$ cat src/rtl/bldc_commutator.sv
// Six-step BLDC commutator: synchronised and filtered hall decode, complementary PWM on the
// high-side phase, and a per-phase OFF/HIGH/LOW/DEAD sequencer with dead-time insertion.
module bldc_commutator #(
   parameter int unsigned DUTY_WIDTH  = 8,
   parameter int unsigned DEAD_TIME   = 4,
   parameter int unsigned HALL_FILTER = 3
) (
   input  logic                  clock,
   input  logic                  reset_n,
   input  logic [2:0]            hall,
   input  logic [DUTY_WIDTH-1:0] duty,
   input  logic                  direction,
   input  logic                  enable,
   input  logic                  brake,
   output logic [2:0]            phase_h,
   output logic [2:0]            phase_l,
   output logic                  hall_fault
);

   typedef enum logic [1:0] {OFF, HIGH, LOW, DEAD} phaseStateT;

   localparam logic [DUTY_WIDTH-1:0] PWM_MAX   = {{(DUTY_WIDTH-1){1'b1}}, 1'b0};
   localparam logic [7:0]            DEAD_LOAD = 8'(DEAD_TIME - 1);
   localparam logic [3:0]            FILT      = 4'(HALL_FILTER);

   logic [2:0]            hallMeta, hallSync, hallLast, hallCode;
   logic [3:0]            filtCnt, filtNext;
   logic                  codeValid;
   logic [DUTY_WIDTH-1:0] pwmCnt, dutyLatch;
   logic                  pwmOn;
   logic [2:0]            fwdHigh, fwdLow, highMask, lowMask;
   phaseStateT            state [3];
   phaseStateT            target [3];
   logic [7:0]            deadCnt [3];

   // Run length of identical synchronised samples, counting the current one.
   always_comb begin
      filtNext = filtCnt;
      if (hallSync != hallLast)
         filtNext = 4'd1;
      else if (filtCnt < FILT)
         filtNext = filtCnt + 4'd1;
   end

   always_ff @(posedge clock) begin
      if (!reset_n) begin
         hallMeta   <= '0;
         hallSync   <= '0;
         hallLast   <= '0;
         filtCnt    <= '0;
         hallCode   <= '0;
         codeValid  <= 1'b0;
         hall_fault <= 1'b0;
      end else begin
         hallMeta <= hall;
         hallSync <= hallMeta;
         hallLast <= hallSync;
         filtCnt  <= filtNext;
         if (filtNext >= FILT) begin
            hallCode  <= hallSync;
            codeValid <= 1'b1;
         end
         hall_fault <= codeValid && (hallCode == 3'b000 || hallCode == 3'b111);
      end
   end

   always_ff @(posedge clock) begin
      if (!reset_n) begin
         pwmCnt    <= '0;
         dutyLatch <= '0;
      end else if (pwmCnt == PWM_MAX) begin
         pwmCnt    <= '0;
         dutyLatch <= duty;
      end else begin
         pwmCnt <= pwmCnt + 1'b1;
      end
   end

   assign pwmOn = pwmCnt < dutyLatch;

   always_comb begin
      fwdHigh = 3'b000;
      fwdLow  = 3'b000;
      case (hallCode)
         3'b101: begin fwdHigh = 3'b100; fwdLow = 3'b010; end
         3'b100: begin fwdHigh = 3'b100; fwdLow = 3'b001; end
         3'b110: begin fwdHigh = 3'b010; fwdLow = 3'b001; end
         3'b010: begin fwdHigh = 3'b010; fwdLow = 3'b100; end
         3'b011: begin fwdHigh = 3'b001; fwdLow = 3'b100; end
         3'b001: begin fwdHigh = 3'b001; fwdLow = 3'b010; end
         default: ;
      endcase
      highMask = direction ? fwdLow  : fwdHigh;
      lowMask  = direction ? fwdHigh : fwdLow;
   end

   always_comb begin
      for (int unsigned i = 0; i < 3; i++) begin
         target[i] = OFF;
         if (brake)
            target[i] = LOW;
         else if (!enable || hall_fault)
            target[i] = OFF;
         else if (highMask[i])
            target[i] = pwmOn ? HIGH : LOW;
         else if (lowMask[i])
            target[i] = LOW;
      end
   end

   // Gate outputs are decided together with the next state so they never lag it.
   always_ff @(posedge clock) begin
      if (!reset_n) begin
         phase_h <= '0;
         phase_l <= '0;
         for (int unsigned i = 0; i < 3; i++) begin
            state[i]   <= OFF;
            deadCnt[i] <= '0;
         end
      end else begin
         for (int unsigned i = 0; i < 3; i++) begin
            phase_h[i] <= 1'b0;
            phase_l[i] <= 1'b0;
            case (state[i])
               OFF: begin
                  if (target[i] != OFF) begin
                     state[i]   <= DEAD;
                     deadCnt[i] <= DEAD_LOAD;
                  end
               end
               HIGH: begin
                  if (target[i] == HIGH) begin
                     phase_h[i] <= 1'b1;
                  end else if (target[i] == OFF) begin
                     state[i] <= OFF;
                  end else begin
                     state[i]   <= DEAD;
                     deadCnt[i] <= DEAD_LOAD;
                  end
               end
               LOW: begin
                  if (target[i] == LOW) begin
                     phase_l[i] <= 1'b1;
                  end else if (target[i] == OFF) begin
                     state[i] <= OFF;
                  end else begin
                     state[i]   <= DEAD;
                     deadCnt[i] <= DEAD_LOAD;
                  end
               end
               default: begin
                  // The dead counter is never restarted; exit goes to whatever the target is now.
                  if (target[i] == OFF) begin
                     state[i] <= OFF;
                  end else if (deadCnt[i] == 8'd0) begin
                     state[i]   <= target[i];
                     phase_h[i] <= (target[i] == HIGH);
                     phase_l[i] <= (target[i] == LOW);
                  end else begin
                     deadCnt[i] <= deadCnt[i] - 8'd1;
                  end
               end
            endcase
         end
      end
   end

endmodule
$ cat config.mk
export PLATFORM = sky130hd
export DESIGN_NAME = bldc_commutator
export DESIGN_NICKNAME = d
export VERILOG_FILES = /design/src/rtl/bldc_commutator.sv
export SDC_FILE = /design/constraint.sdc
export NUM_CORES = 1
export LEC_CHECK = 0
export ABC_AREA = 1
export BUFFER_PORTS_ARGS = -buffer_cell sky130_fd_sc_hd__buf_2
export CAP_MARGIN = 5
export CORE_MARGIN = 3
export CORE_UTILIZATION = 55
export CTS_CLUSTER_DIAMETER = 60
export CTS_CLUSTER_SIZE = 16
export DETAILED_ROUTE_END_ITERATION = 10
export PLACE_DENSITY_LB_ADDON = 0.25
export SKIP_LAST_GASP = 1
export SLEW_MARGIN = 30
export SYNTH_ARGS = -nofsm -noshare
export SYNTH_HDL_FRONTEND = slang
export SYNTH_SLANG_ARGS = --single-unit
$ cat constraint.sdc
create_clock -name clock -period 2.9 [get_ports clock]
set_clock_uncertainty 0.05 [all_clocks]
set_input_delay 0.87 -clock clock [delete_from_list [all_inputs] [get_ports clock]]
set_output_delay 0.87 -clock clock [all_outputs]
set_load 0.005 [all_outputs]
## Word level (Yosys, flattened, before mapping)

Memories as Yosys holds them, arrays and structs flattened.
Cells that the tools add are included.

| storage, ports and cells | value |
|---|---|
| register bits | 40 |
| latch bits | 0 |
| RAM bits | 30 |
| bits in read-only memories | 0 |
| input bits | 16 |
| output and inout port bits | 7 |
| logic and storage cells | 291 |
| memories kept | 2 |

| cells by class | value |
|---|---|
| add/subtract/negate cells | 5 |
| multipliers | 0 |
| div/mod/pow operators | 0 |
| order comparisons | 3 |
| eq/ne operators | 21 |
| shift-type cells | 0 |
| muxes and demuxes | 182 |
| bitwise operators | 34 |
| reduce and logical (&&, ||, !) cells | 33 |

Memory list:

| name | words | bits a word | read ports | clocked after Yosys merged registers in | write ports | line | source |
|---|---|---|---|---|---|---|---|
| deadCnt | 3 | 8 | 3 | 0 | 3 | 34 | `logic [7:0] deadCnt [3];` |
| state | 3 | 2 | 3 | 0 | 3 | 32 | `phaseStateT state [3];` |

Operators with widths:

| cell | number |
|---|---|
| $mux W1 | 124 |
| $mux W8 | 12 |
| $mux W2 | 34 |
| $or A1 B1 Y1 | 33 |
| $reduce_or A2 Y1 | 13 |
| $logic_not A8 Y1 | 3 |
| $sub A8 B1 Y8 const B | 3 |
| $pmux W3 S3 | 2 |
| $eq A2 B1 Y1 const B | 6 |
| $eq A2 B2 Y1 const B | 6 |
| $eq A3 B3 Y1 const B | 4 |
| $logic_not A2 Y1 | 6 |
| $pmux W1 S2 | 6 |
| $reduce_or A3 Y1 | 3 |
| $add A8 B1 Y8 const B | 1 |
| $eq A8 B8 Y1 const B | 1 |
| $lt A8 B8 Y1 | 1 |
| $mux W4 | 2 |
| $eq A3 B2 Y1 const B | 2 |
| $mux W3 | 2 |
| $reduce_bool A2 Y1 | 3 |
| $add A4 B1 Y4 const B | 1 |
| $ge A4 B2 Y1 const B | 1 |
| $lt A4 B2 Y1 const B | 1 |
| 7 further kinds | 8 |

## Logic depth before layout (Yosys ltp)

| logic depth | value |
|---|---|
| depth after elaboration | 20 |
| depth in mapped cells | 18 |
| mapped depth without buffers | 18 |

## Least setup slack after synthesis

OpenSTA, ideal clock, no wires.

| timing path | value |
|---|---|
| kind | input to register |
| start | input enable |
| end | memory deadCnt[2][0], enable pin |
| arrival | 2065 ps |
| path slack | 456 ps |
| cell stages on the path | 12 |
| buffers on the path | 0 |
| cells stage by stage | inv_1 > nor2_1 > inv_1 > nor2_1 > inv_1 > nor2_4 > nand3_4 > nand2_4 > nand3_4 > nand2_2 > inv_1 > nand2_1 |

RTL lines:

| item | line | source |
|---|---|---|
| from (decl) | 13 | `input logic enable,` |
| to (decl) | 34 |  |

==> flow_metrics.py <==
metrics = {
    "pwr": {
        "switching_share": 0.3306,
        "p_comb_frac": 0.271,
        "seq_power_share": 0.441,
        "p_leak_nw": 1.907,
        "p_per_area_nw_per_um2": 748.4,
        "p_total_mw": 3.103,
        "vdd_drop_max_uv": 419.5,
        "switchingPower_mw": 1.026,
        "internal_power_mw": 2.077,
        "clockPowerShare": 0.288,
    },
    "grt": {
        "grt_pass1_wl_mm": 11.69,
        "grt_antenna_before_repair": 0,
        "grt_max_degree": 25,
        "globalRouteTotalUtil": 0.1906,
        "grt_pass1_vias": 2826,
        "grt_remaining_overflow": 0,
    },
    "logic_synthesis": {
        "synth_area_leader_cell": "edfxtp_1",
        "synth-seq-area-share": 0.4598,
        "yosysWarnings": 0,
        "syn_area_um2": 3701,
        "yosysTopAreaCellShare": 0.2434,
        "synth_cell_type_count": 42,
        "synth_edf_count": 30,
        "synth.ff_latch_count": 70,
        "synth_area_leaders": "edfxtp_1 (24%), dfxtp_1 (22%), nand2_1 (8.0%), inv_1 (7.5%), nor2_1 (5.4%)",
        "async_flop_share": 0,
        "avgSynthCellArea_um2": 8.188,
        "synth_nets": 483,
        "ys.flop_type": "dfxtp_1",
        "postSynthCellCount": 452,
    },
    "critical_path": {
        "worst_ep_required_time_ps": 2870,
        "crit_type": "register to register",
        "cp-start-kind": "register",
        "cp_max_fo": 8,
        "arrival_ps": 2500,
        "slowest_delay_ps": 350,
        "r2r_slack_ps": 370,
        "path_buf_inv": 1,
        "cp_slowest_cell": "dfxtp_1",
        "crit_chain": "ha_1, a21oi_1, nor2_1, nor3_4, nand2_4, nor2_4, nand3_4, nor2_1, a21oi_1, nand2_2, inv_1, nand2_1",
        "critPathCaptureType": "register",
        "path_delay_family": "simple AND/OR/NAND/NOR gates",
    },
    "timing": {
        "tightest_slew_ps": 533.8,
        "finalCriticalPeriod_ps": 2526,
        "rsz0062_at_grt": "no",
        "slew_viol_final": 0,
        "setup_ws_ps": 373.7,
        "fmax_mhz": 395.8,
        "setup_viol": 0,
        "relSlewSlack": 0.6408,
        "fin_tns_setup_ps": 0,
        "hold_viol": 0,
        "period_share": 0.8712,
    },
    "hold_path": {
        "hold_path_class": "register to register",
    },
    "clock_tree": {
        "cts_tree": "done",
        "root_buffer": "clkbuf_8",
        "post_cts_buffers": 0,
        "ctsHoldBuffers": 0,
        "cts_buffers": 9,
        "clk_latency_ps": 350,
        "h-tree-depth": 3,
        "cts_num_sinks": 70,
        "clk_path_buf_depth": 2,
        "cts_resized": 0,
        "cts.clk_slew.worst_paths_ps": 80,
    },
    "finish": {
        "drive_gt1_frac": 0.1680,
        "nNetsFinal": 514,
        "final_util": 0.6456,
        "diodes": 0,
        "area_delta_synth_final_pct": 12.04,
    },
    "detailed_routing": {
        "drt_iter0_drc": 175,
        "drc": 0,
        "num_vias": 2868,
        "avgViaCountPerCell": 5.076,
        "first_pass_iters": 4,
        "drt-total-wl_mm": 6.571,
        "routedWlPerCell_um": 11.63,
        "route.antenna.remaining_nets": 0,
    },
    "placed_design": {
        "port-buffer-count": 22,
        "dp_hpwl_mm": 4.987,
        "gp_congestion": 0.8912,
        "place_ws_ps": 130.0,
    },
    "floorplan": {
        "dieArea_um2": 7749,
        "start_util": 0.5763,
        "core_area_um2": 6422,
        "die_w_um": 88.03,
        "ios": 23,
        "num_rows": 29,
        "die_h_um": 88.03,
    },
    "outcome": {
        "status": "complete, no violations",
    },
    "run": {
        "maxCapViolCount": 0,
    },
}
[stage by stage]
stage	hold WS [ps]	instance area, um^2	std cells
5_1_grt	391.7	4146	565
2_1_floorplan	340.5	3701	452
3_3_place_gp	350.5	3910	549
4_1_cts	370.7	4146	565
3_5_place_dp	352.1	3910	549
6_report	368.0	4146	565
[flip-flops by register name, summed over array words and instances (netlist names)]
register    cells
codeValid       1
phase_l         3
hallMeta        3
dutyLatch       8
deadCnt        24
pwmCnt          8
phase_h         3
filtCnt         4
hallSync        3
hallCode        3
hallLast        3
state           6
hall_fault      1
[worst reg2reg max path: stages, from the launching register on]
cell     delay (ps)
dfxtp_1         350
ha_1            330
a21oi_1         130
nor2_1           80
nor3_4          220
nand2_4         100
nor2_4          120
nand3_4         110
nor2_1          170
a21oi_1         100
nand2_2         100
inv_1            60
nand2_1         280
[cell usage in the layout, fill, tap and decap left out, types with 2 or more instances in the layout]
cell       netlist  final
nor4_1           3      3
clkinv_2         1      3
or2_2            5      5
inv_2            5      5
dfxtp_1         40     40
buf_4            0      3
nor2_2           3      3
buf_2            1     22
a21oi_1         38     38
ha_1            15     15
nand2_4          2      2
inv_1           74     74
a211oi_1         2      2
xnor2_1         10     10
nor2_1          53     53
clkbuf_8         0     10
a2111oi_0        4      4
nand4_1          4      4
nand3_2          3      3
clkbuf_16        0      2
nand3_4          3      3
nand2_2         13     13
nand2_1         79     79
or3_1            2      2
o211ai_1         3      3
a31oi_1          2      2
o21ai_0         26     26
nand3_1          8      8
nor3_1           3      3
xor2_1           4      4
edfxtp_1        30     30
[final timing paths]
path | startpoint | end | depth (start not counted)
setup / recovery | pwmCnt[5] | deadCnt[2][1] | 12
hold / removal | hallMeta[2] | hallSync[2] | 2
setup reg to reg | pwmCnt[5] | deadCnt[2][1] | 12
hold reg to reg | hallMeta[2] | hallSync[2] | 2
[area by class of cell]
type | count | area, um^2
multi-input combinational | 296 | 1674
clock inverter | 4 | 48.80
sequential | 70 | 1702
tap | 77 | 96.34
timing repair buffer | 25 | 132.6
fill | 542 | 2276
clock buffer | 12 | 187.7
inverter | 81 | 305.3
[cell usage after synthesis (5+ instances only)]
cell	number
o21ai_0	26
inv_1	74
nand2_2	13
ha_1	15
nand2_1	79
xnor2_1	10
dfxtp_1	40
edfxtp_1	30
inv_2	5
a21oi_1	38
nor2_1	53
nand3_1	8
or2_2	5
[kinds of logic after synthesis]
| logic type | synth area share |
|---|---|
| AND/OR/NAND/NOR | 0.2522 |
| buffers and inverters | 0.08789 |
| AO/OA/AOI/OAI | 0.1163 |
| flip-flops | 0.4598 |
| adder cells (fa/ha/maj) | 0.05071 |
| XOR/XNOR | 0.03313 |
[metal layers]
layer	global-route usage	vias to the layer above	part of all wire
met5	0	-	0
met4	0.1003	0	0.028
met3	0.03763	15	0.037
met2	0.3212	50	0.46
met1	0.2301	1272	0.47
li1	-	1531	-
[power by group through the flow]
stage	Clock, mW	Combinational (mW)	Sequential (mW)
after floorplan	0	0.666	1.36
after global placement	0	0.813	1.38
after detailed placement	0	0.836	1.39
after CTS	0.916	0.844	1.37
after global routing	0.953	0.968	1.39
final	0.895	0.840	1.37
No activity file was read; power rests on OpenSTA's default activity.
